**src/rtl/board_vga_renderer_if.sv**
```systemverilog
// Board-in / VGA-out signal bundle for the Game of Life display stage.
// master = the renderer that drives the video pins; slave = the board source and video sink.
interface board_vga_renderer_if;
    logic [255:0] board_i;
    logic         hsync_o;
    logic         vsync_o;
    logic [3:0]   red_o;
    logic [3:0]   green_o;
    logic [3:0]   blue_o;
    logic         frame_start_o;

    modport master (
        input  board_i,
        output hsync_o, vsync_o, red_o, green_o, blue_o, frame_start_o
    );

    modport slave (
        output board_i,
        input  hsync_o, vsync_o, red_o, green_o, blue_o, frame_start_o
    );
endinterface

```
**src/rtl/board_vga_renderer.sv**
```systemverilog
// 640x480@60Hz renderer for a 16x16 Game of Life board, snapshotted once per frame at v=480.
// Optional feature: define GRID_LINES_EN to draw 12'h444 grid lines over the cells.
module board_vga_renderer #(
    parameter int          CLK_DIV  = 4,
    parameter int          CELL_PX  = 24,
    parameter logic [11:0] LIVE_RGB = 12'h0F0,
    parameter logic [11:0] DEAD_RGB = 12'h111
) (
    input  logic                 clk,
    input  logic                 reset,
    board_vga_renderer_if.master vga
);
    localparam int H_TOTAL  = 800;
    localparam int V_TOTAL  = 525;
    localparam int H_VIS    = 640;
    localparam int V_VIS    = 480;
    localparam int H_SYNC_S = 656;
    localparam int H_SYNC_E = 751;
    localparam int V_SYNC_S = 490;
    localparam int V_SYNC_E = 491;
    localparam int SNAP_V   = 480;
    localparam int BOARD_PX = 16 * CELL_PX;
    localparam int X0       = (H_VIS - BOARD_PX) / 2;
    localparam int Y0       = (V_VIS - BOARD_PX) / 2;
    localparam int DIV_W    = (CLK_DIV > 1) ? $clog2(CLK_DIV) : 1;
    localparam int SUB_W    = (CELL_PX > 1) ? $clog2(CELL_PX) : 1;

    logic [DIV_W-1:0] r_div;
    logic             w_tick;
    logic [9:0]       r_h, r_v, w_h_next, w_v_next;
    logic             w_h_wrap;
    logic [SUB_W-1:0] r_hsub, r_vsub;
    logic [3:0]       r_col, r_row;
    logic [255:0]     r_snapshot;
    logic             w_vis, w_in_board;
    logic             r_s1_vis, r_s1_in_board, r_s1_hsync, r_s1_vsync;
    logic [7:0]       r_s1_idx;
    logic [11:0]      w_rgb, r_rgb;
    logic             r_hsync, r_vsync, r_frame_start;
`ifdef GRID_LINES_EN
    localparam logic [11:0] GRID_RGB = 12'h444;
    logic w_on_grid, r_s1_grid;
`endif

    assign w_tick = (r_div == DIV_W'(CLK_DIV - 1));

    always_comb begin
        w_h_wrap = (r_h == 10'(H_TOTAL - 1));
        w_h_next = w_h_wrap ? 10'd0 : r_h + 10'd1;
        w_v_next = r_v;
        if (w_h_wrap) begin
            w_v_next = (r_v == 10'(V_TOTAL - 1)) ? 10'd0 : r_v + 10'd1;
        end
    end

    // Sub-cell counters restart at the board origin, so col/row fall out without dividers.
    always_ff @(posedge clk or posedge reset) begin
        if (reset) begin
            r_div  <= '0;
            r_h    <= '0;
            r_v    <= '0;
            r_hsub <= '0;
            r_col  <= '0;
            r_vsub <= '0;
            r_row  <= '0;
        end else begin
            r_div <= w_tick ? '0 : r_div + DIV_W'(1);
            if (w_tick) begin
                r_h <= w_h_next;
                r_v <= w_v_next;
                if (w_h_next == 10'(X0)) begin
                    r_hsub <= '0;
                    r_col  <= '0;
                end else if (r_hsub == SUB_W'(CELL_PX - 1)) begin
                    r_hsub <= '0;
                    r_col  <= r_col + 4'd1;
                end else begin
                    r_hsub <= r_hsub + SUB_W'(1);
                end
                if (w_h_wrap) begin
                    if (w_v_next == 10'(Y0)) begin
                        r_vsub <= '0;
                        r_row  <= '0;
                    end else if (r_vsub == SUB_W'(CELL_PX - 1)) begin
                        r_vsub <= '0;
                        r_row  <= r_row + 4'd1;
                    end else begin
                        r_vsub <= r_vsub + SUB_W'(1);
                    end
                end
            end
        end
    end

    assign w_vis      = (r_h < 10'(H_VIS)) && (r_v < 10'(V_VIS));
    assign w_in_board = (r_h >= 10'(X0)) && (r_h < 10'(X0 + BOARD_PX)) &&
                        (r_v >= 10'(Y0)) && (r_v < 10'(Y0 + BOARD_PX));
`ifdef GRID_LINES_EN
    // The closing lines at X0+BOARD_PX / Y0+BOARD_PX land on a zero sub-cell count too.
    assign w_on_grid  = (r_h >= 10'(X0)) && (r_h <= 10'(X0 + BOARD_PX)) &&
                        (r_v >= 10'(Y0)) && (r_v <= 10'(Y0 + BOARD_PX)) &&
                        ((r_hsub == '0) || (r_vsub == '0));
`endif

    always_comb begin
        w_rgb = 12'h000;
`ifdef GRID_LINES_EN
        if (r_s1_vis && r_s1_grid) begin
            w_rgb = GRID_RGB;
        end else if (r_s1_vis && r_s1_in_board) begin
            w_rgb = r_snapshot[r_s1_idx] ? LIVE_RGB : DEAD_RGB;
        end
`else
        if (r_s1_vis && r_s1_in_board) begin
            w_rgb = r_snapshot[r_s1_idx] ? LIVE_RGB : DEAD_RGB;
        end
`endif
    end

    // NOTE: the 256-bit snapshot is an ordinary register, not a RAM, so it takes the async
    // reset; that is what makes the first frame after reset show every cell dead.
    always_ff @(posedge clk or posedge reset) begin
        if (reset) begin
            r_snapshot    <= '0;
            r_s1_vis      <= 1'b0;
            r_s1_in_board <= 1'b0;
            r_s1_idx      <= '0;
            r_s1_hsync    <= 1'b1;
            r_s1_vsync    <= 1'b1;
            r_rgb         <= '0;
            r_hsync       <= 1'b1;
            r_vsync       <= 1'b1;
            r_frame_start <= 1'b0;
`ifdef GRID_LINES_EN
            r_s1_grid     <= 1'b0;
`endif
        end else begin
            r_frame_start <= w_tick && (r_h == 10'd0) && (r_v == 10'd0);
            if (w_tick) begin
                if ((r_h == 10'd0) && (r_v == 10'(SNAP_V))) begin
                    r_snapshot <= vga.board_i;
                end
                r_s1_vis      <= w_vis;
                r_s1_in_board <= w_in_board;
                r_s1_idx      <= {r_row, r_col};
                r_s1_hsync    <= !((r_h >= 10'(H_SYNC_S)) && (r_h <= 10'(H_SYNC_E)));
                r_s1_vsync    <= !((r_v >= 10'(V_SYNC_S)) && (r_v <= 10'(V_SYNC_E)));
`ifdef GRID_LINES_EN
                r_s1_grid     <= w_on_grid;
`endif
                r_rgb         <= w_rgb;
                r_hsync       <= r_s1_hsync;
                r_vsync       <= r_s1_vsync;
            end
        end
    end

    assign vga.hsync_o       = r_hsync;
    assign vga.vsync_o       = r_vsync;
    assign vga.red_o         = r_rgb[11:8];
    assign vga.green_o       = r_rgb[7:4];
    assign vga.blue_o        = r_rgb[3:0];
    assign vga.frame_start_o = r_frame_start;
endmodule

```
**src/flat_wrapper.sv**
```systemverilog
// flat-port wrapper written by rule: the top's interface ports become plain ports
module board_vga_renderer_flat 
#(
    parameter int          CLK_DIV  = 4,
    parameter int          CELL_PX  = 24,
    parameter logic [11:0] LIVE_RGB = 12'h0F0,
    parameter logic [11:0] DEAD_RGB = 12'h111
)
  (clk, reset, vga_board_i, vga_hsync_o, vga_vsync_o, vga_red_o, vga_green_o, vga_blue_o, vga_frame_start_o);
  board_vga_renderer_if vga_i ();
  input  logic clk;
  input  logic reset;
  input wire logic [$bits(vga_i.board_i)-1:0] vga_board_i;
  output wire logic [$bits(vga_i.hsync_o)-1:0] vga_hsync_o;
  output wire logic [$bits(vga_i.vsync_o)-1:0] vga_vsync_o;
  output wire logic [$bits(vga_i.red_o)-1:0] vga_red_o;
  output wire logic [$bits(vga_i.green_o)-1:0] vga_green_o;
  output wire logic [$bits(vga_i.blue_o)-1:0] vga_blue_o;
  output wire logic [$bits(vga_i.frame_start_o)-1:0] vga_frame_start_o;
  assign vga_i.board_i = vga_board_i;
  assign vga_hsync_o = vga_i.hsync_o;
  assign vga_vsync_o = vga_i.vsync_o;
  assign vga_red_o = vga_i.red_o;
  assign vga_green_o = vga_i.green_o;
  assign vga_blue_o = vga_i.blue_o;
  assign vga_frame_start_o = vga_i.frame_start_o;
  board_vga_renderer #(.CLK_DIV(CLK_DIV), .CELL_PX(CELL_PX), .LIVE_RGB(LIVE_RGB), .DEAD_RGB(DEAD_RGB)) u_core (.clk(clk), .reset(reset), .vga(vga_i));
endmodule
```
**config.mk**
```make
export PLATFORM = sky130hd
export DESIGN_NAME = board_vga_renderer_flat
export DESIGN_NICKNAME = d
export VERILOG_FILES = /design/src/rtl/board_vga_renderer_if.sv /design/src/rtl/board_vga_renderer.sv /design/src/flat_wrapper.sv
export SDC_FILE = /design/constraint.sdc
export NUM_CORES = 1
export LEC_CHECK = 0
export ABC_AREA = 1
export BUFFER_PORTS_ARGS = -buffer_cell sky130_fd_sc_hd__buf_2
export CORE_UTILIZATION = 56
export DETAILED_ROUTE_END_ITERATION = 7
export PLACE_DENSITY = 0.86
export SYNTH_ARGS = -nofsm -noshare
export SYNTH_HDL_FRONTEND = slang
export SYNTH_SLANG_ARGS = --single-unit
```
**constraint.sdc**
```tcl
create_clock -name clk -period 10 [get_ports clk]
set_input_delay 0 -clock clk [delete_from_list [all_inputs] [get_ports clk]]
set_output_delay 0 -clock clk [all_outputs]
set_load 0.1 [all_outputs]
```
==> results of run 1 <==
==> cells in the final DEF (no fill, tap or decap), drive strengths merged, types with 2 or more instances in the layout <==
cell         count
dlygate4sd3    257
dfrtp          310
ha              10
or2              2
inv             51
nor4             2
nor3            19
nor2            28
xor2            10
nand2          370
bufinv           4
a21oi            7
diode           10
mux2           256
clkinv           8
clkbuf          50
conb             6
nand3          282
buf            278
o21ai           41
dfstp            4
nand4           12
nor3b            2
==> logic make-up (layout without fill, tap and decap cells) <==
group	after synthesis	count (layout)	share of synthesized area, %
other	1	16	0.0244
buffers and inverters	155	649	5.56
AND/OR/NAND/NOR	719	719	21.1
flip-flops	314	314	51.2
multiplexers	256	256	18.8
AO/OA/AOI/OAI	55	55	1.93
XOR/XNOR	11	11	0.627
adder cells (fa/ha/maj)	10	10	0.814
==> worst paths after layout <==
path | start | endpoint | slack [ns] | cells past startpoint
max in group asynchronous | reset | u_core.r_s1_idx[0]$_DFFE_PP0P_ | 8.15 | 4
min | reset | u_core.r_snapshot[75]$_DFFE_PP0P_ | 0.16 | 3
min reg2reg | u_core.r_div[0]$_DFF_PP0_ | u_core.r_div[0]$_DFF_PP0_ | 0.44 | 1
min in group clk | vga_board_i[108] | u_core.r_snapshot[108]$_DFFE_PP0P_ | 0.24 | 3
max | u_core.r_v[1]$_DFFE_PP0P_ | u_core.r_snapshot[191]$_DFFE_PP0P_ | 6.30 | 8
max reg2reg | u_core.r_v[1]$_DFFE_PP0P_ | u_core.r_snapshot[191]$_DFFE_PP0P_ | 6.30 | 8
==> final cells by class <==
type                            instances  area [um2]
Fill cell                            1512        6540
Multi-Input combinational cell       1057        6670
Inverter                               55         221
Clock buffer                           50        1040
Tap cell                              341         427
Sequential cell                       314        7870
Timing Repair Buffer                  535        4010
Antenna cell                           10        25.0
Clock inverter                          9         148
==> worst max-delay path: cells and delay by family, from the launching register on <==
kind | cells | cell delay, ns
adders and majority gates | 1 | 0.20
buffers and inverters | 3 | 1.84
DFF | 1 | 0.41
muxes | 1 | 0.46
and+or+nand+nor | 3 | 0.51
==> sequential cells by signal (all words and copies together), names as in the netlist <==
name and count:
u_core.vga.hsync_o 1, u_core.r_hsub 5, u_core.vga.frame_start_o 1, u_core.r_s1_vis 1, u_core.r_s1_hsync 1, u_core.r_rgb 3
u_core.r_div 2, u_core.r_vsub 5, u_core.r_s1_vsync 1, u_core.r_col 4, u_core.r_s1_idx 8, u_core.r_h 10
u_core.r_snapshot 256, u_core.r_s1_in_board 1, u_core.r_v 10, u_core.r_row 4, u_core.vga.vsync_o 1
==> power breakdown <==
part | total (mW) | internal, mW | switching, mW
sequential | 1.36 | 1.32 | 0.0358
combinational | 0.255 | 0.142 | 0.113
clock | 1.37 | 0.828 | 0.537
total | 2.98 | 2.29 | 0.686
==> per-stage QoR <==
| stage | cell area, um2 | power [mW] | cells |
|---|---|---|---|
| 3_5_place_dp | 16600 | 1.53 | 2045 |
| 4_1_cts | 20400 | 2.94 | 2361 |
| 3_3_place_gp | 16600 | 1.52 | 2045 |
| 2_1_floorplan | 15400 | 1.45 | 1526 |
| 5_1_grt | 20400 | 3.05 | 2366 |
| 6_report | 20400 | 2.98 | 2371 |
==> Yosys cell counts (2+ instances only) <==
| cell type | number |
|---|---|
| clkinv_1 | 3 |
| nor3b_1 | 2 |
| nand4_1 | 12 |
| buf_2 | 31 |
| xor2_1 | 10 |
| buf_1 | 11 |
| nand2_4 | 2 |
| nand3_1 | 277 |
| nor2_2 | 4 |
| buf_4 | 13 |
| mux2_2 | 16 |
| nand2_1 | 366 |
| a21oi_1 | 7 |
| clkbuf_1 | 21 |
| buf_6 | 24 |
| o21ai_1 | 5 |
| nand3_2 | 4 |
| dfrtp_1 | 310 |
| inv_2 | 10 |
| o21ai_0 | 35 |
| nor3_1 | 13 |
| ha_1 | 10 |
| inv_1 | 41 |
| nor2_1 | 22 |
| dfstp_2 | 4 |
| mux2_1 | 240 |
| nor3_2 | 6 |
| nand2_2 | 2 |
| nor2_4 | 2 |
==> routing by layer <==
metal / global-route usage (%) / vias up / wire length [um]
met5: 0 / - / 0
met4: 28.7 / 0 / 4360
met3: 8.34 / 382 / 4310
met2: 63.7 / 1070 / 26000
met1: 42.0 / 6987 / 18300
li1: - / 6096 / -
==> results.py, run 1 <==
metrics = {
    "run_status": {
        "status": "finished clean",
    },
    "power": {
        "leakagePower_nw": 9.40,
        "peakVddDrop_uv": 116,
        "power_density_mw_per_mm2": 146,
    },
    "setup_path": {
        "critPathMaxFanout": 93,
        "cp_cell_sequence": "inv_1 -> ha_1 -> nand3_1 -> nor2_1 -> nand3_4 -> buf_4 -> buf_4 -> mux2_1",
        "crit_arrival_ns": 4.07,
        "worst_ep_required_time_ns": 10.37,
        "crit_path_end_kind": "register",
        "cpMaxStageDelayCell": "buf_4",
        "cpPeakStageDelay_ns": 1.03,
        "crit_top_cell": "buf_4",
        "cp-start-kind": "register",
        "crit_type": "register to register",
    },
    "cts": {
        "cts_made_buffers": 35,
        "ctsHoldBuffers": 257,
        "post_cts_resized": 0,
        "clock_latency_ns": 0.52,
        "clockBufferDepth": 3,
        "ctsRootBufferMaster": "clkbuf_16",
        "htreeDepth": 2,
        "clk_pin_slew_ns": 0.07,
        "tritoncts": "yes",
        "clkSinkCount": 314,
        "cts_setup_buffers": 0,
    },
    "finish": {
        "final_nets": 2266,
        "fin_util_pct": 75.7,
        "area_growth_syn_to_layout_pct": 32.9,
        "final_layout_size_suffix_gt1_share_pct": 19.3,
    },
    "floorplan": {
        "die_h_um": 168,
        "die_w_um": 168,
        "io_pins": 273,
        "start_util_pct": 57.0,
        "die_area_mm2": 0.0281,
        "core_mm2": 0.0270,
        "rows": 60,
    },
    "run": {
        "drv_cap": 0,
    },
    "timing": {
        "max_freq_mhz": 270,
        "relSlewSlack_pct": 17.7,
        "whs_ns": 0.156,
        "fin_setup_tns_ns": 0,
        "fin_skew_ns": 0.0305,
        "setup_ws_ns": 6.30,
        "tightest_slew_ns": 1.24,
        "setup_viol": 0,
        "period_share_pct": 37.0,
        "drv_slew": 0,
        "min_period_ns": 3.70,
        "finalHoldViolCount": 0,
        "rsz0062_at_grt": "no",
    },
    "grt": {
        "grt_pass1_vias": 15400,
        "grt_first_pass_wirelength_um": 81900,
        "antenna_found_initial": 6,
        "grt-ovfl-total": 0,
        "grt_max_degree": 199,
        "track_usage_pct": 37.8,
    },
    "synth": {
        "ys_ff_latch": 314,
        "async_flop_share_pct": 100,
        "yosys_warnings": 0,
        "netlist_instances": 1521,
        "synth_area_per_cell_um2": 10.1,
        "synth_area_mm2": 0.0154,
        "synth_top_area_share_pct": 50.5,
        "synth_edf_count": 0,
        "yosys-top-cells-area": "dfrtp_1 (50%), mux2_1 (18%), nand3_1 (9.0%), nand2_1 (8.9%), buf_6 (1.8%)",
        "synth-main-ff-cell": "dfrtp_1",
        "yosysSeqAreaShare_pct": 51.2,
        "synth_area_leader_cell": "dfrtp_1",
        "ys_types": 47,
    },
    "route": {
        "post-route-drc-count": 0,
        "antenna_left": 0,
        "vias": 14500,
        "wl_per_cell_um": 22.3,
        "first_iter_violations": 1720,
        "postRouteWirelength_um": 53000,
        "dr.pass1.iters": 5,
        "avgViaCountPerCell": 6.13,
    },
    "placed_design": {
        "gp_congestion": 0.872,
        "place.port_buffers": 266,
        "dp_slack_ns": 6.44,
        "dpl.hpwl_um": 25500,
    },
    "min_path": {
        "hold_class": "input port to asynchronous set/reset pin",
    },
}
No activity file was read; power rests on OpenSTA's default activity.
==> run 2, diff against run 1 <==
==> constraint.sdc (replaced) <==
create_clock -name clk -period 3.9 [get_ports clk]
set_input_delay 0 -clock clk [delete_from_list [all_inputs] [get_ports clk]]
set_output_delay 0 -clock clk [all_outputs]
set_load 0.1 [all_outputs]
==> results.py, run 2 (synthesized netlist as in run 1, its figures left out) <==
metrics = {
    "floorplan": {
        "io_pins": 273,
        "die_w_um": 168,
        "start_util_pct": 57.0,
        "die_area_mm2": 0.0281,
        "core_mm2": 0.0270,
        "rows": 60,
        "die_h_um": 168,
    },
    "power": {
        "leakagePower_nw": 9.42,
        "power_density_mw_per_mm2": 373,
        "peakVddDrop_uv": 306,
    },
    "cts": {
        "clockBufferDepth": 3,
        "clock_latency_ns": 0.53,
        "clkSinkCount": 314,
        "htreeDepth": 2,
        "cts_made_buffers": 35,
        "tritoncts": "yes",
        "ctsHoldBuffers": 257,
        "ctsRootBufferMaster": "clkbuf_16",
        "post_cts_resized": 0,
        "cts_setup_buffers": 0,
        "clk_pin_slew_ns": 0.06,
    },
    "route": {
        "vias": 14600,
        "antenna_left": 0,
        "first_iter_violations": 1937,
        "avgViaCountPerCell": 6.15,
        "dr.pass1.iters": 8,
        "wl_per_cell_um": 23.2,
        "postRouteWirelength_um": 55200,
        "post-route-drc-count": 16,
    },
    "min_path": {
        "hold_class": "input port to register",
    },
    "run": {
        "drv_cap": 0,
    },
    "setup_path": {
        "cp_cell_sequence": "inv_2 -> buf_12 -> nand3_1 -> nand3_1 -> nand3_1 -> nand3_1 -> nand2_1 -> nand2_1 -> nand3_1 -> nand3_1 -> nand3_1 -> nand2_1",
        "cp-start-kind": "register",
        "crit_type": "register to register",
        "crit_path_end_kind": "register",
        "crit_arrival_ns": 3.57,
        "worst_ep_required_time_ns": 4.28,
        "cpMaxStageDelayCell": "dfrtp_2",
        "path_buf_inv": 2,
        "crit_top_cell": "nand3_1",
        "cpPeakStageDelay_ns": 0.79,
        "cpLargestDelayFamily": "simple AND/OR/NAND/NOR gates",
        "critPathMaxFanout": 33,
    },
    "timing": {
        "max_freq_mhz": 313,
        "whs_ns": 0.221,
        "fin_skew_ns": 0.0343,
        "min_period_ns": 3.19,
        "tightest_slew_ns": 0.889,
        "period_share_pct": 81.8,
        "finalHoldViolCount": 0,
        "setup_ws_ns": 0.710,
        "setup_viol": 0,
        "rsz0062_at_grt": "no",
        "relSlewSlack_pct": 40.4,
        "drv_slew": 0,
    },
    "run_status": {
        "violations": "DRC",
        "status": "complete, but fails checks",
    },
    "grt": {
        "grt_first_pass_wirelength_um": 84600,
        "grt_max_degree": 150,
        "antenna_found_initial": 15,
        "grt_pass1_vias": 15100,
        "grt-ovfl-total": 0,
        "track_usage_pct": 39.7,
    },
    "finish": {
        "final_common_cell": "nand2_1",
        "regMostFlops": "u_core.r_snapshot",
        "layout.cells.most_common_list": "nand2_1 (366), dfrtp_1 (307), nand3_1 (277)",
        "final_nets": 2272,
        "fill_cells": 1544,
        "area_growth_syn_to_layout_pct": 33.3,
        "final_layout_size_suffix_gt1_share_pct": 19.5,
        "largest_reg_flops": 256,
        "reg_top3": "u_core.r_snapshot x256, u_core.r_h x10, u_core.r_v x10",
        "fin_util_pct": 76.0,
    },
    "placed_design": {
        "dp_slack_ns": 1.20,
        "place.port_buffers": 266,
        "gp_congestion": 0.869,
        "dpl.hpwl_um": 26800,
    },
}
[run 2: final timing paths]
check,startpoint,to,slack [ns],cells after the start
max,u_core.r_s1_idx[1]$_DFFE_PP0P_,u_core.r_rgb[0]$_DFFE_PP0P_,0.71,12
min,vga_board_i[157],u_core.r_snapshot[157]$_DFFE_PP0P_,0.22,3
max reg2reg,u_core.r_s1_idx[1]$_DFFE_PP0P_,u_core.r_rgb[0]$_DFFE_PP0P_,0.71,12
min reg2reg,u_core.r_div[0]$_DFF_PP0_,u_core.r_div[0]$_DFF_PP0_,0.44,1
max in group asynchronous,reset,u_core.r_s1_idx[1]$_DFFE_PP0P_,2.91,4
min in group asynchronous,reset,u_core.r_snapshot[124]$_DFFE_PP0P_,0.23,4
[run 2: per-stage QoR]
stage                     power (mW)  cells  TNS [ns]  cell area, um2
after floorplan                 3.73   1526    -86.68           15400
after global placement          3.92   2051         0           16700
after detailed placement        3.94   2051         0           16700
after CTS                       7.50   2366         0           20400
after global routing            7.83   2375         0           20500
final                           7.64   2381         0           20500
[run 2: worst reg2reg max path, cell delays in order, from the launching register on]
cell and delay, ns:
dfrtp_2 0.79, inv_2 0.51, buf_12 0.33, nand3_1 0.11
nand3_1 0.36, nand3_1 0.26, nand3_1 0.10, nand2_1 0.10
nand2_1 0.07, nand3_1 0.17, nand3_1 0.12, nand3_1 0.08
nand2_1 0.06
[run 2: report_power, final]
group          switching (mW)  leakage [nW]  internal, mW
combinational           0.313          5.12         0.367
clock                    1.38         0.560          2.09
sequential              0.102          3.74          3.39
[run 2: final cells by class]
| type | count | area [um2] | share of cell area, % |
|---|---|---|---|
| Tap cell | 341 | 427 | 2.08 |
| Sequential cell | 314 | 7870 | 38.4 |
| Clock inverter | 13 | 224 | 1.09 |
| Antenna cell | 15 | 37.5 | 0.183 |
| Timing Repair Buffer | 541 | 4100 | 20.0 |
| Multi-Input combinational cell | 1057 | 6670 | 32.6 |
| Inverter | 55 | 218 | 1.06 |
| Clock buffer | 45 | 933 | 4.56 |
[run 2: metal layers]
metal	routed length (um)	track usage, %
met4	4730	28.5
met3	5830	12.6
met2	25600	62.8
met1	19100	45.4
met5	26	1.57
